<file path="src/rtl/pixel_writer_pkg.sv">
// Shared types for the pixel frame writer: controller states and the
// word record that travels through the write FIFO.
package pixel_writer_pkg;

    localparam int BYTES_PER_WORD = 4;
    localparam int WORD_ADDR_W    = 32;

    typedef enum logic [1:0] {
        IDLE,
        RUN,
        FLUSH,
        DONE
    } state_t;

    typedef struct packed {
        logic [WORD_ADDR_W-1:0]    addr;
        logic [31:0]               data;
        logic [BYTES_PER_WORD-1:0] strb;
    } wr_word_t;

endpackage

</file>
<file path="src/rtl/word_fifo.sv">
// Show-ahead FIFO of wr_word_t: the head entry is visible whenever not empty.
// A pop in the same cycle frees a slot for a push even when full.
module word_fifo
    import pixel_writer_pkg::*;
#(
    parameter int DEPTH = 8
) (
    input  logic     clk,
    input  logic     rst,
    input  logic     i_push,
    input  wr_word_t i_push_word,
    input  logic     i_pop,
    output wr_word_t o_head,
    output logic     o_full,
    output logic     o_empty
);

    localparam int PTR_W = $clog2(DEPTH);

    logic [PTR_W:0] r_wr_ptr;
    logic [PTR_W:0] r_rd_ptr;
    wr_word_t       r_mem [DEPTH];
    logic           w_do_push;
    logic           w_do_pop;

    assign o_empty   = (r_wr_ptr == r_rd_ptr);
    assign o_full    = (r_wr_ptr[PTR_W] != r_rd_ptr[PTR_W]) &&
                       (r_wr_ptr[PTR_W-1:0] == r_rd_ptr[PTR_W-1:0]);
    assign w_do_pop  = i_pop && !o_empty;
    assign w_do_push = i_push && (!o_full || w_do_pop);
    assign o_head    = r_mem[r_rd_ptr[PTR_W-1:0]];

    always_ff @(posedge clk or posedge rst) begin
        if (rst) begin
            r_wr_ptr <= '0;
            r_rd_ptr <= '0;
        end else begin
            if (w_do_push) r_wr_ptr <= r_wr_ptr + 1'b1;
            if (w_do_pop)  r_rd_ptr <= r_rd_ptr + 1'b1;
        end
    end

    // Storage carries no reset; only the pointers define what is valid.
    always_ff @(posedge clk) begin
        if (w_do_push) r_mem[r_wr_ptr[PTR_W-1:0]] <= i_push_word;
    end

endmodule

</file>
<file path="src/rtl/pixel_frame_writer.sv">
// Captures one frame of streamed 8-bit pixels, packs them little-endian into
// 32-bit words and writes them to consecutive word addresses via a FIFO.
module pixel_frame_writer
    import pixel_writer_pkg::*;
#(
    parameter int FIFO_DEPTH = 8,
    parameter int ADDR_W     = 32
) (
    input  logic              clk,
    input  logic              rst,
    input  logic              start,
    input  logic [11:0]       size_x,
    input  logic [11:0]       size_y,
    input  logic [ADDR_W-1:0] base_addr,
    input  logic [7:0]        pixel_in,
    input  logic              pixel_valid,
    output logic              wr_valid,
    input  logic              wr_ready,
    output logic [ADDR_W-1:0] wr_addr,
    output logic [31:0]       wr_data,
    output logic [3:0]        wr_strb,
    output logic              busy,
    output logic              done,
    output logic              overflow
);

    state_t            r_state;
    logic [23:0]       r_total;
    logic [ADDR_W-1:0] r_base;
    logic [23:0]       r_pix_cnt;
    logic [21:0]       r_word_idx;
    logic [31:0]       r_pack_data;
    logic [3:0]        r_pack_strb;
    logic              r_busy;
    logic              r_done;
    logic              r_overflow;

    logic [23:0]       w_total_in;
    logic [1:0]        w_lane;
    logic              w_accept;
    logic              w_last;
    logic              w_complete;
    logic [31:0]       w_word_data;
    logic [3:0]        w_word_strb;
    logic [ADDR_W-1:0] w_word_addr;
    logic              w_full;
    logic              w_empty;
    logic              w_pop;
    logic              w_fifo_push;
    logic              w_drop;
    wr_word_t          w_push_word;
    wr_word_t          w_head;
    logic              w_unused_base_lsbs;

    assign w_unused_base_lsbs = ^base_addr[1:0];

    assign w_total_in  = {12'd0, size_x} * {12'd0, size_y};
    assign w_lane      = r_pix_cnt[1:0];
    assign w_accept    = (r_state == RUN) && pixel_valid;
    assign w_last      = (r_pix_cnt == r_total - 24'd1);
    assign w_complete  = w_accept && ((w_lane == 2'd3) || w_last);
    assign w_word_data = r_pack_data | ({24'd0, pixel_in} << {w_lane, 3'b000});
    assign w_word_strb = r_pack_strb | (4'b0001 << w_lane);
    assign w_word_addr = r_base + ADDR_W'({r_word_idx, 2'b00});

    assign w_pop       = !w_empty && wr_ready;
    assign w_fifo_push = w_complete && (!w_full || w_pop);
    assign w_drop      = w_complete && w_full && !w_pop;

    assign w_push_word.addr = WORD_ADDR_W'(w_word_addr);
    assign w_push_word.data = w_word_data;
    assign w_push_word.strb = w_word_strb;

    word_fifo #(
        .DEPTH(FIFO_DEPTH)
    ) u_fifo (
        .clk        (clk),
        .rst        (rst),
        .i_push     (w_fifo_push),
        .i_push_word(w_push_word),
        .i_pop      (w_pop),
        .o_head     (w_head),
        .o_full     (w_full),
        .o_empty    (w_empty)
    );

    // Head is masked to zero while empty so the port idles at its reset values.
    assign wr_valid = !w_empty;
    assign wr_addr  = w_empty ? '0 : w_head.addr[ADDR_W-1:0];
    assign wr_data  = w_empty ? '0 : w_head.data;
    assign wr_strb  = w_empty ? '0 : w_head.strb;
    assign busy     = r_busy;
    assign done     = r_done;
    assign overflow = r_overflow;

    always_ff @(posedge clk or posedge rst) begin
        if (rst) begin
            r_state     <= IDLE;
            r_total     <= '0;
            r_base      <= '0;
            r_pix_cnt   <= '0;
            r_word_idx  <= '0;
            r_pack_data <= '0;
            r_pack_strb <= '0;
            r_busy      <= 1'b0;
            r_done      <= 1'b0;
            r_overflow  <= 1'b0;
        end else begin
            case (r_state)
                IDLE: begin
                    r_done <= 1'b0;
                    if (start) begin
                        r_total     <= w_total_in;
                        r_base      <= {base_addr[ADDR_W-1:2], 2'b00};
                        r_pix_cnt   <= '0;
                        r_word_idx  <= '0;
                        r_pack_data <= '0;
                        r_pack_strb <= '0;
                        r_overflow  <= 1'b0;
                        r_busy      <= 1'b1;
                        r_state     <= (w_total_in == 24'd0) ? FLUSH : RUN;
                    end
                end
                RUN: begin
                    if (w_accept) begin
                        r_pix_cnt <= r_pix_cnt + 24'd1;
                        if (w_complete) begin
                            r_word_idx  <= r_word_idx + 22'd1;
                            r_pack_data <= '0;
                            r_pack_strb <= '0;
                        end else begin
                            r_pack_data <= w_word_data;
                            r_pack_strb <= w_word_strb;
                        end
                        if (w_drop) r_overflow <= 1'b1;
                        if (w_last) r_state <= FLUSH;
                    end
                end
                FLUSH: begin
                    if (w_empty) begin
                        r_state <= DONE;
                        r_done  <= 1'b1;
                    end
                end
                DONE: begin
                    r_done  <= 1'b0;
                    r_busy  <= 1'b0;
                    r_state <= IDLE;
                end
                default: r_state <= IDLE;
            endcase
        end
    end

endmodule

</file>
<file path="config.mk">
export PLATFORM = sky130hd
export DESIGN_NAME = pixel_frame_writer
export DESIGN_NICKNAME = d
export VERILOG_FILES = /design/src/rtl/pixel_writer_pkg.sv /design/src/rtl/word_fifo.sv /design/src/rtl/pixel_frame_writer.sv
export SDC_FILE = /design/constraint.sdc
export NUM_CORES = 1
export LEC_CHECK = 0
export ABC_AREA = 1
export CAP_MARGIN = 20
export CORE_MARGIN = 3
export CORE_UTILIZATION = 50
export CTS_CLUSTER_DIAMETER = 40
export CTS_CLUSTER_SIZE = 24
export DETAILED_ROUTE_END_ITERATION = 10
export MAX_ROUTING_LAYER = met4
export PLACE_DENSITY = 0.79
export SLEW_MARGIN = 20
export SYNTH_ARGS = -nofsm -noshare
export SYNTH_HDL_FRONTEND = slang
export SYNTH_HIERARCHICAL = 1
export SYNTH_SLANG_ARGS = --single-unit
</file>
<file path="constraint.sdc">
create_clock -name clk -period 7.01 [get_ports clk]
set_clock_uncertainty 0.15 [all_clocks]
set_input_delay 1.402 -clock clk [delete_from_list [all_inputs] [get_ports clk]]
set_output_delay 1.402 -clock clk [all_outputs]
set_load 0.01 [all_outputs]
</file>
==> results.json, run 1 <==
{
  "status": "finished, final reports clean",
  "initial_antenna_violation_count": 3,
  "post_synth_edffs": 544,
  "crit_path_cell_trace": "clkinv_2 -> nand2_1 -> nand2_1 -> nor2_4 -> nand3_2 -> inv_2 -> buf_4 -> nor2_1 -> clkdlybuf4s50_1",
  "worstSetupStartpointType": "flop",
  "hold_path_class": "flop to flop",
  "grt_first_pass_wirelength_um": 138000,
  "number_of_placement_rows": 97,
  "gp_congestion": 0.956,
  "remaining_drc_errors": 0,
  "design.portCount": 141,
  "final.setup.tns_ps": 0,
  "flow.area_growth_from_synthesis_pct": 14.2,
  "period_minus_slack_ps": 6480,
  "hpwl_um": 54800,
  "hold_viol": 0,
  "critical_path_arrival_ps": 4930,
  "routed_wire_length_um": 87700,
  "clock_insertion_delay_worst_skew_ps": 630,
  "critical-path-top-cell-by-count": "nand2_1",
  "die_height_um": 275,
  "drt.antenna.violating_nets": 0,
  "pin_count_of_the_biggest_net_entering_global_routing": 205,
  "synthDistinctLibCells": 49,
  "cts_tree": "built",
  "synth.yosys.seq_area_share_pct": 55.6,
  "worst_slew_pin_slew_ps": 996,
  "irDropWorstVdd_uv": 350,
  "drt_pre_antenna_iters": 5,
  "path_max_fanout": 55,
  "detailedRoute.firstIterationViolations": 2157,
  "clk_transition_reported_paths_ps": 60,
  "start_util_pct": 51.0,
  "timing.critical_path.to_type": "primary output",
  "grt_usage_pct": 24.0,
  "core_area_sq_um": 70800,
  "die_width_um": 275,
  "leakage_nw": 17.2,
  "cts-resized-gates": 0,
  "worstSetupPathType": "flop to primary output",
  "part_of_the_cycle_the_worst_path_needs_pct": 92.5,
  "maxSlewViolCount": 0,
  "crit_path_max_incr_delay_ps": 900,
  "timing.critical_path.required_ps": 5460,
  "io_buffers": 138,
  "first_global_vias": 26300,
  "vias": 26800,
  "netlist_instances": 3732,
  "crit_path_slowest_cell": "clkinv_2",
  "async_reset_ff_share_pct": 21.5,
  "clock_tree.htree_level_count": 3,
  "clockRootBuffer": "clkbuf_16",
  "drt-wirelength-per-cell_um": 18.1,
  "yosys_warnings": 6,
  "ys_ff_latch": 693,
  "final_report_setup_violation_count": 0,
  "post_route_cells_drive_above_1_share_pct": 6.04,
  "power.density_cell_area_nw_per_um2": 425,
  "ctsHoldBuffers": 0,
  "power_mw": 17.5,
  "clkSinkCount": 693,
  "avgSynthCellArea_sq_um": 9.66,
  "post_synth_instance_area_sq_um": 36100,
  "cts_buffers": 75,
  "viasPerCell": 5.53,
  "fp.dieArea_sq_um": 75400,
  "primary_flip_flop_cell_chosen_by_synthesis_mapping": "edfxtp_1",
  "postCtsSetupRepairBufs": 0,
  "max-clock-path-buffers": 3,
  "max-slew-margin-rel_pct": 33.6,
  "total_number_of_nets_in_the_final_design": 4111,
  "drv.max_cap_violation_count": 0,
  "global_route.overflow_total": 0,
  "fmax_mhz": 154,
  "rsz0062_at_grt": "no"
}
-- state kept, by name (all words and copies together) (netlist names) --
signal           flops
busy                 1
done                 1
overflow             1
r_base              30
r_pack_data         32
r_pack_strb          4
r_pix_cnt           24
r_state              2
r_total             24
r_word_idx          22
u_fifo/r_mem       544
u_fifo/r_rd_ptr      4
u_fifo/r_wr_ptr      4
-- cells by family after synthesis --
family	after synthesis	share of synthesized area, %
and+or+nand+nor	1547	17.1
DFF	693	55.6
adders and majority gates	197	8.94
xor gates and xnor gates	85	2.06
AOI/OAI and AO/OA	618	9.57
other	1	0.0104
buffers and inverters	591	6.64
-- layout make-up --
type                            instances  area (sq um)
Clock buffer                           84          2000
Inverter                              417          1580
Clock inverter                         56           747
Antenna cell                            3          7.51
Timing Repair Buffer                  195          1870
Fill cell                            5615         29600
Tap cell                              940          1180
Multi-Input combinational cell       2463         13700
Sequential cell                       693         20100
-- routing by layer --
layer | vias up | track usage [%] | part of all wire, %
li1 | 12600 | - | -
met1 | 12800 | 30.2 | 40
met2 | 1218 | 39.3 | 48
met3 | 194 | 3.50 | 9.0
met4 | 0 | 9.63 | 3.1
met5 | - | - | 0
-- critical path, delay by kind of cell (launching register included) --
kind                   cells  cell delay [ps]
DFF                        1              870
and+or+nand+nor            5              820
buffers and inverters      4             2590
-- power by group --
| group | internal, mW | leakage, nW | switching [mW] |
|---|---|---|---|
| clock | 2.46 | 1.34 | 1.80 |
| combinational | 2.76 | 8.96 | 5.06 |
| sequential | 5.05 | 6.93 | 0.355 |
-- through the flow --
step	worst slack [ps]	cell area [sq um]	std cells	utilization (%)	hold slack, ps
finish	527	41200	4851	58.2	337
CTS	539	41200	4848	58.2	334
global placement	99.1	38400	4708	54.3	304
global route	219	41200	4851	58.2	362
detailed placement	41.9	38400	4708	54.3	321
floorplan	926	36100	3747	-	303
-- cells in the mapped netlist (2+ instances only) --
cell type	instances	area (sq um)
nand2_1	889	3340
nor2_4	4	45.0
fa_1	101	2020
edfxtp_1	544	16300
xnor2_1	25	219
ha_1	96	1200
inv_2	3	11.3
nand4_1	27	169
nand3_1	75	375
o21ai_1	9	45.0
buf_2	40	200
o21bai_1	18	135
buf_1	11	41.3
a31oi_1	17	106
dfrtp_1	149	3730
o22ai_1	137	857
buf_6	16	180
and3_1	2	12.5
xor2_1	60	526
nand3b_1	13	97.6
nor4_1	11	68.8
nor2_1	492	1850
a31o_2	8	70.1
inv_1	412	1550
nand2_2	5	31.3
nand3_2	3	30.0
o21a_1	2	15.0
o21ai_0	331	1660
a21oi_1	64	320
a21boi_0	7	52.6
a21boi_1	18	135
clkbuf_1	106	398
a21o_1	3	22.5
nor3_1	15	75.1
nor2_2	5	31.3
-- path summary, 6_finish.rpt --
check | from | to | slack, ps | cells past startpoint
max in group asynchronous | rst | r_pix_cnt[19] | 4060 | 3
hold / removal | overflow | overflow | 340 | 2
setup reg to reg | u_fifo/r_rd_ptr[1] | u_fifo/r_mem[7][23] | 1280 | 13
min in group asynchronous | rst | u_fifo/r_rd_ptr[3] | 1210 | 2
hold reg to reg | overflow | overflow | 340 | 2
setup / recovery | u_fifo/r_rd_ptr[1] | wr_addr[24] | 530 | 9
-- cell usage in the layout (no fill, tap or decap), types with 11 or more instances in the layout --
| cell | instances |
|---|---|
| a21boi_1 | 18 |
| a21oi_1 | 64 |
| a31oi_1 | 17 |
| inv_6 | 13 |
| nand3_1 | 75 |
| xor2_1 | 60 |
| o21bai_1 | 18 |
| edfxtp_1 | 544 |
| o21ai_0 | 331 |
| nor4_1 | 11 |
| clkbuf_16 | 79 |
| xnor2_1 | 25 |
| clkinv_8 | 11 |
| ha_1 | 96 |
| nand2_1 | 888 |
| nand3b_1 | 13 |
| nor2_4 | 11 |
| conb_1 | 16 |
| buf_4 | 52 |
| o22ai_1 | 137 |
| nand4_1 | 27 |
| inv_1 | 408 |
| clkdlybuf4s50_1 | 138 |
| dfrtp_1 | 146 |
| fa_1 | 101 |
| nor3_1 | 15 |
| nor2_1 | 485 |
Power figures use the tool's default switching activity.
==> inputs of run 2 (changes only) <==
==> constraint.sdc (replaced) <==
create_clock -name clk -period 8 [get_ports clk]
set_clock_uncertainty 0.15 [all_clocks]
set_input_delay 1.6 -clock clk [delete_from_list [all_inputs] [get_ports clk]]
set_output_delay 1.6 -clock clk [all_outputs]
set_load 0.01 [all_outputs]
==> results.json, run 2 (synthesized netlist as in run 1, its figures left out) <==
{
  "post_route_cells_drive_above_1_share_pct": 4.80,
  "die_width_um": 275,
  "fp.dieArea_sq_um": 75400,
  "hpwl_um": 53300,
  "ctsHoldBuffers": 0,
  "largest_register_ff_count": 544,
  "number_of_placement_rows": 97,
  "flow.area_growth_from_synthesis_pct": 12.1,
  "power.share.combinational_pct": 45.6,
  "layout.cells.most_common": "nand2_1",
  "crit_path_slowest_cell": "clkdlybuf4s50_1",
  "placed_area_sq_um": 38200,
  "clock_insertion_delay_worst_skew_ps": 650,
  "start_util_pct": 51.0,
  "io_buffers": 138,
  "detailedRoute.firstIterationViolations": 2286,
  "fillerInstances": 5667,
  "worstSetupEndpoint": "r_state[0]",
  "hold_viol": 0,
  "initial_antenna_violation_count": 2,
  "period_minus_slack_ps": 6790,
  "path_max_fanout": 12,
  "switching_share_pct": 42.1,
  "cts-resized-gates": 0,
  "total_number_of_nets_in_the_final_design": 4066,
  "clockRootBuffer": "clkbuf_16",
  "irDropWorstVdd_uv": 266,
  "maxSlewViolCount": 0,
  "grt_usage_pct": 23.2,
  "fin_cells": 4794,
  "power_frac_seq_pct": 32.7,
  "pin_count_of_the_biggest_net_entering_global_routing": 163,
  "drt.antenna.violating_nets": 0,
  "cts_tree": "built",
  "clk_transition_reported_paths_ps": 70,
  "clock_tree.htree_level_count": 2,
  "power.density_cell_area_nw_per_um2": 362,
  "clkSinkCount": 693,
  "part_of_the_cycle_the_worst_path_needs_pct": 84.9,
  "fmax_mhz": 147,
  "cp_top_family": "adder cells",
  "critical-path-top-cell-by-count": "nand2_1",
  "netSwitchingPower_mw": 6.16,
  "power_mw": 14.6,
  "r2r_start": "u_fifo/r_rd_ptr[1]",
  "final.setup.tns_ps": 0,
  "final_report_setup_violation_count": 0,
  "r2r.worst_path.cells": 13,
  "routed_wire_length_um": 84700,
  "max-slew-margin-rel_pct": 30.6,
  "drv.max_cap_violation_count": 0,
  "status": "finished, final reports clean",
  "reg2reg_slack_ps": 1810,
  "remaining_drc_errors": 0,
  "die_height_um": 275,
  "critical_path.startpoint": "size_x[3]",
  "max-clock-path-buffers": 3,
  "internal_power_mw": 8.49,
  "critical_path_arrival_ps": 7160,
  "drt_pre_antenna_iters": 6,
  "timing.critical_path.required_ps": 8360,
  "worstSetupStartpointType": "primary input",
  "grt_first_pass_wirelength_um": 135000,
  "stdcell_area_sq_um": 40400,
  "commonest_cells_after_routing_fill_and_taps_aside": "nand2_1 (888), edfxtp_1 (544), nor2_1 (485), inv_1 (408), o21ai_0 (331)",
  "gp_congestion": 0.934,
  "worst_slew_pin_slew_ps": 1040,
  "rsz0062_at_grt": "no",
  "global_route.overflow_total": 0,
  "critical_path_buf_inv_count": 3,
  "drt-wirelength-per-cell_um": 17.7,
  "cts_buffers": 60,
  "viasPerCell": 5.49,
  "crit_path_max_incr_delay_ps": 820,
  "core_area_sq_um": 70800,
  "clkPwrFrac_pct": 21.7,
  "place.detailed.instances": 4678,
  "leakage_nw": 16.8,
  "worstSetupPathType": "primary input to flop",
  "crit_path_cell_trace": "clkdlybuf4s50_1 -> nand2_1 -> fa_1 -> fa_1 -> fa_1 -> fa_1 -> fa_1 -> inv_1 -> ha_1 -> nand2_1 -> inv_1 -> a21oi_1 -> nor2_1 -> nor2_1 -> nand3b_1 -> nand2_1 -> nand2_1 -> nor2_1 -> nand3_1 -> nand2_1 -> nand2_1 -> nand2_1 -> nand2_1",
  "cp_num_cells": 23,
  "vias": 26300,
  "timing.critical_path.to_type": "flop",
  "design.portCount": 141,
  "postCtsSetupRepairBufs": 0,
  "hold_path_class": "flop to flop",
  "first_global_vias": 25800,
  "rr_endpoint": "u_fifo/r_mem[7][65]"
}
==> run 2: changes by cell type in the layout (fill, tap and decap cells not counted), moves of 3 or more <==
cell       previous run  this run
buf_4                52        22
clkbuf_16            79        61
inv_12                1         6
clkbuf_1              5         2
clkinv_2              7         4
==> run 2: power groups by stage <==
stage	clock network [mW]	registers [mW]	logic, mW
after floorplan	0	4.63	4.70
after global placement	0	4.85	6.47
after detailed placement	0	4.85	6.61
after CTS	3.23	4.78	6.67
after global routing	3.38	4.81	7.55
final	3.18	4.79	6.68
==> run 2: layer usage <==
metal	track usage [%]	vias up	wire length, um
met5	-	-	0
met4	7.04	0	2340
met3	2.87	173	6850
met2	38.8	989	41200
met1	29.8	12700	34300
li1	-	12500	-
==> run 2: metrics by stage <==
step | hold slack, ps | worst slack (ps) | utilization [%]
final | 335 | 1210 | 57.1
after global routing | 356 | 900 | 57.1
after CTS | 340 | 1250 | 57.1
after detailed placement | 323 | 625 | 53.9
after global placement | 316 | 690 | 53.9
after floorplan | 303 | 1720 | -
==> run 2: worst min-delay path by stage <==
stage / slack [ps] / start / depth (start not counted) / end
floorplan: 300 / r_total[1] / 2 / r_total[1]
CTS: 340 / r_pix_cnt[23] / 1 / r_pix_cnt[23]
detailed placement: 320 / overflow / 2 / overflow
finish: 340 / r_pix_cnt[23] / 1 / r_pix_cnt[23]
global placement: 320 / overflow / 2 / overflow
global route: 360 / r_pix_cnt[23] / 1 / r_pix_cnt[23]
==> run 2: final cells by class <==
class                           count  area [sq um]  area share [%]
Antenna cell                        2          5.00          0.0124
Clock buffer                       63          1530            3.79
Clock inverter                     51           713            1.76
Inverter                          417          1580            3.90
Multi-Input combinational cell   2463         13700            33.9
Sequential cell                   693         20100            49.7
Tap cell                          940          1180            2.91
Timing Repair Buffer              165          1630            4.03
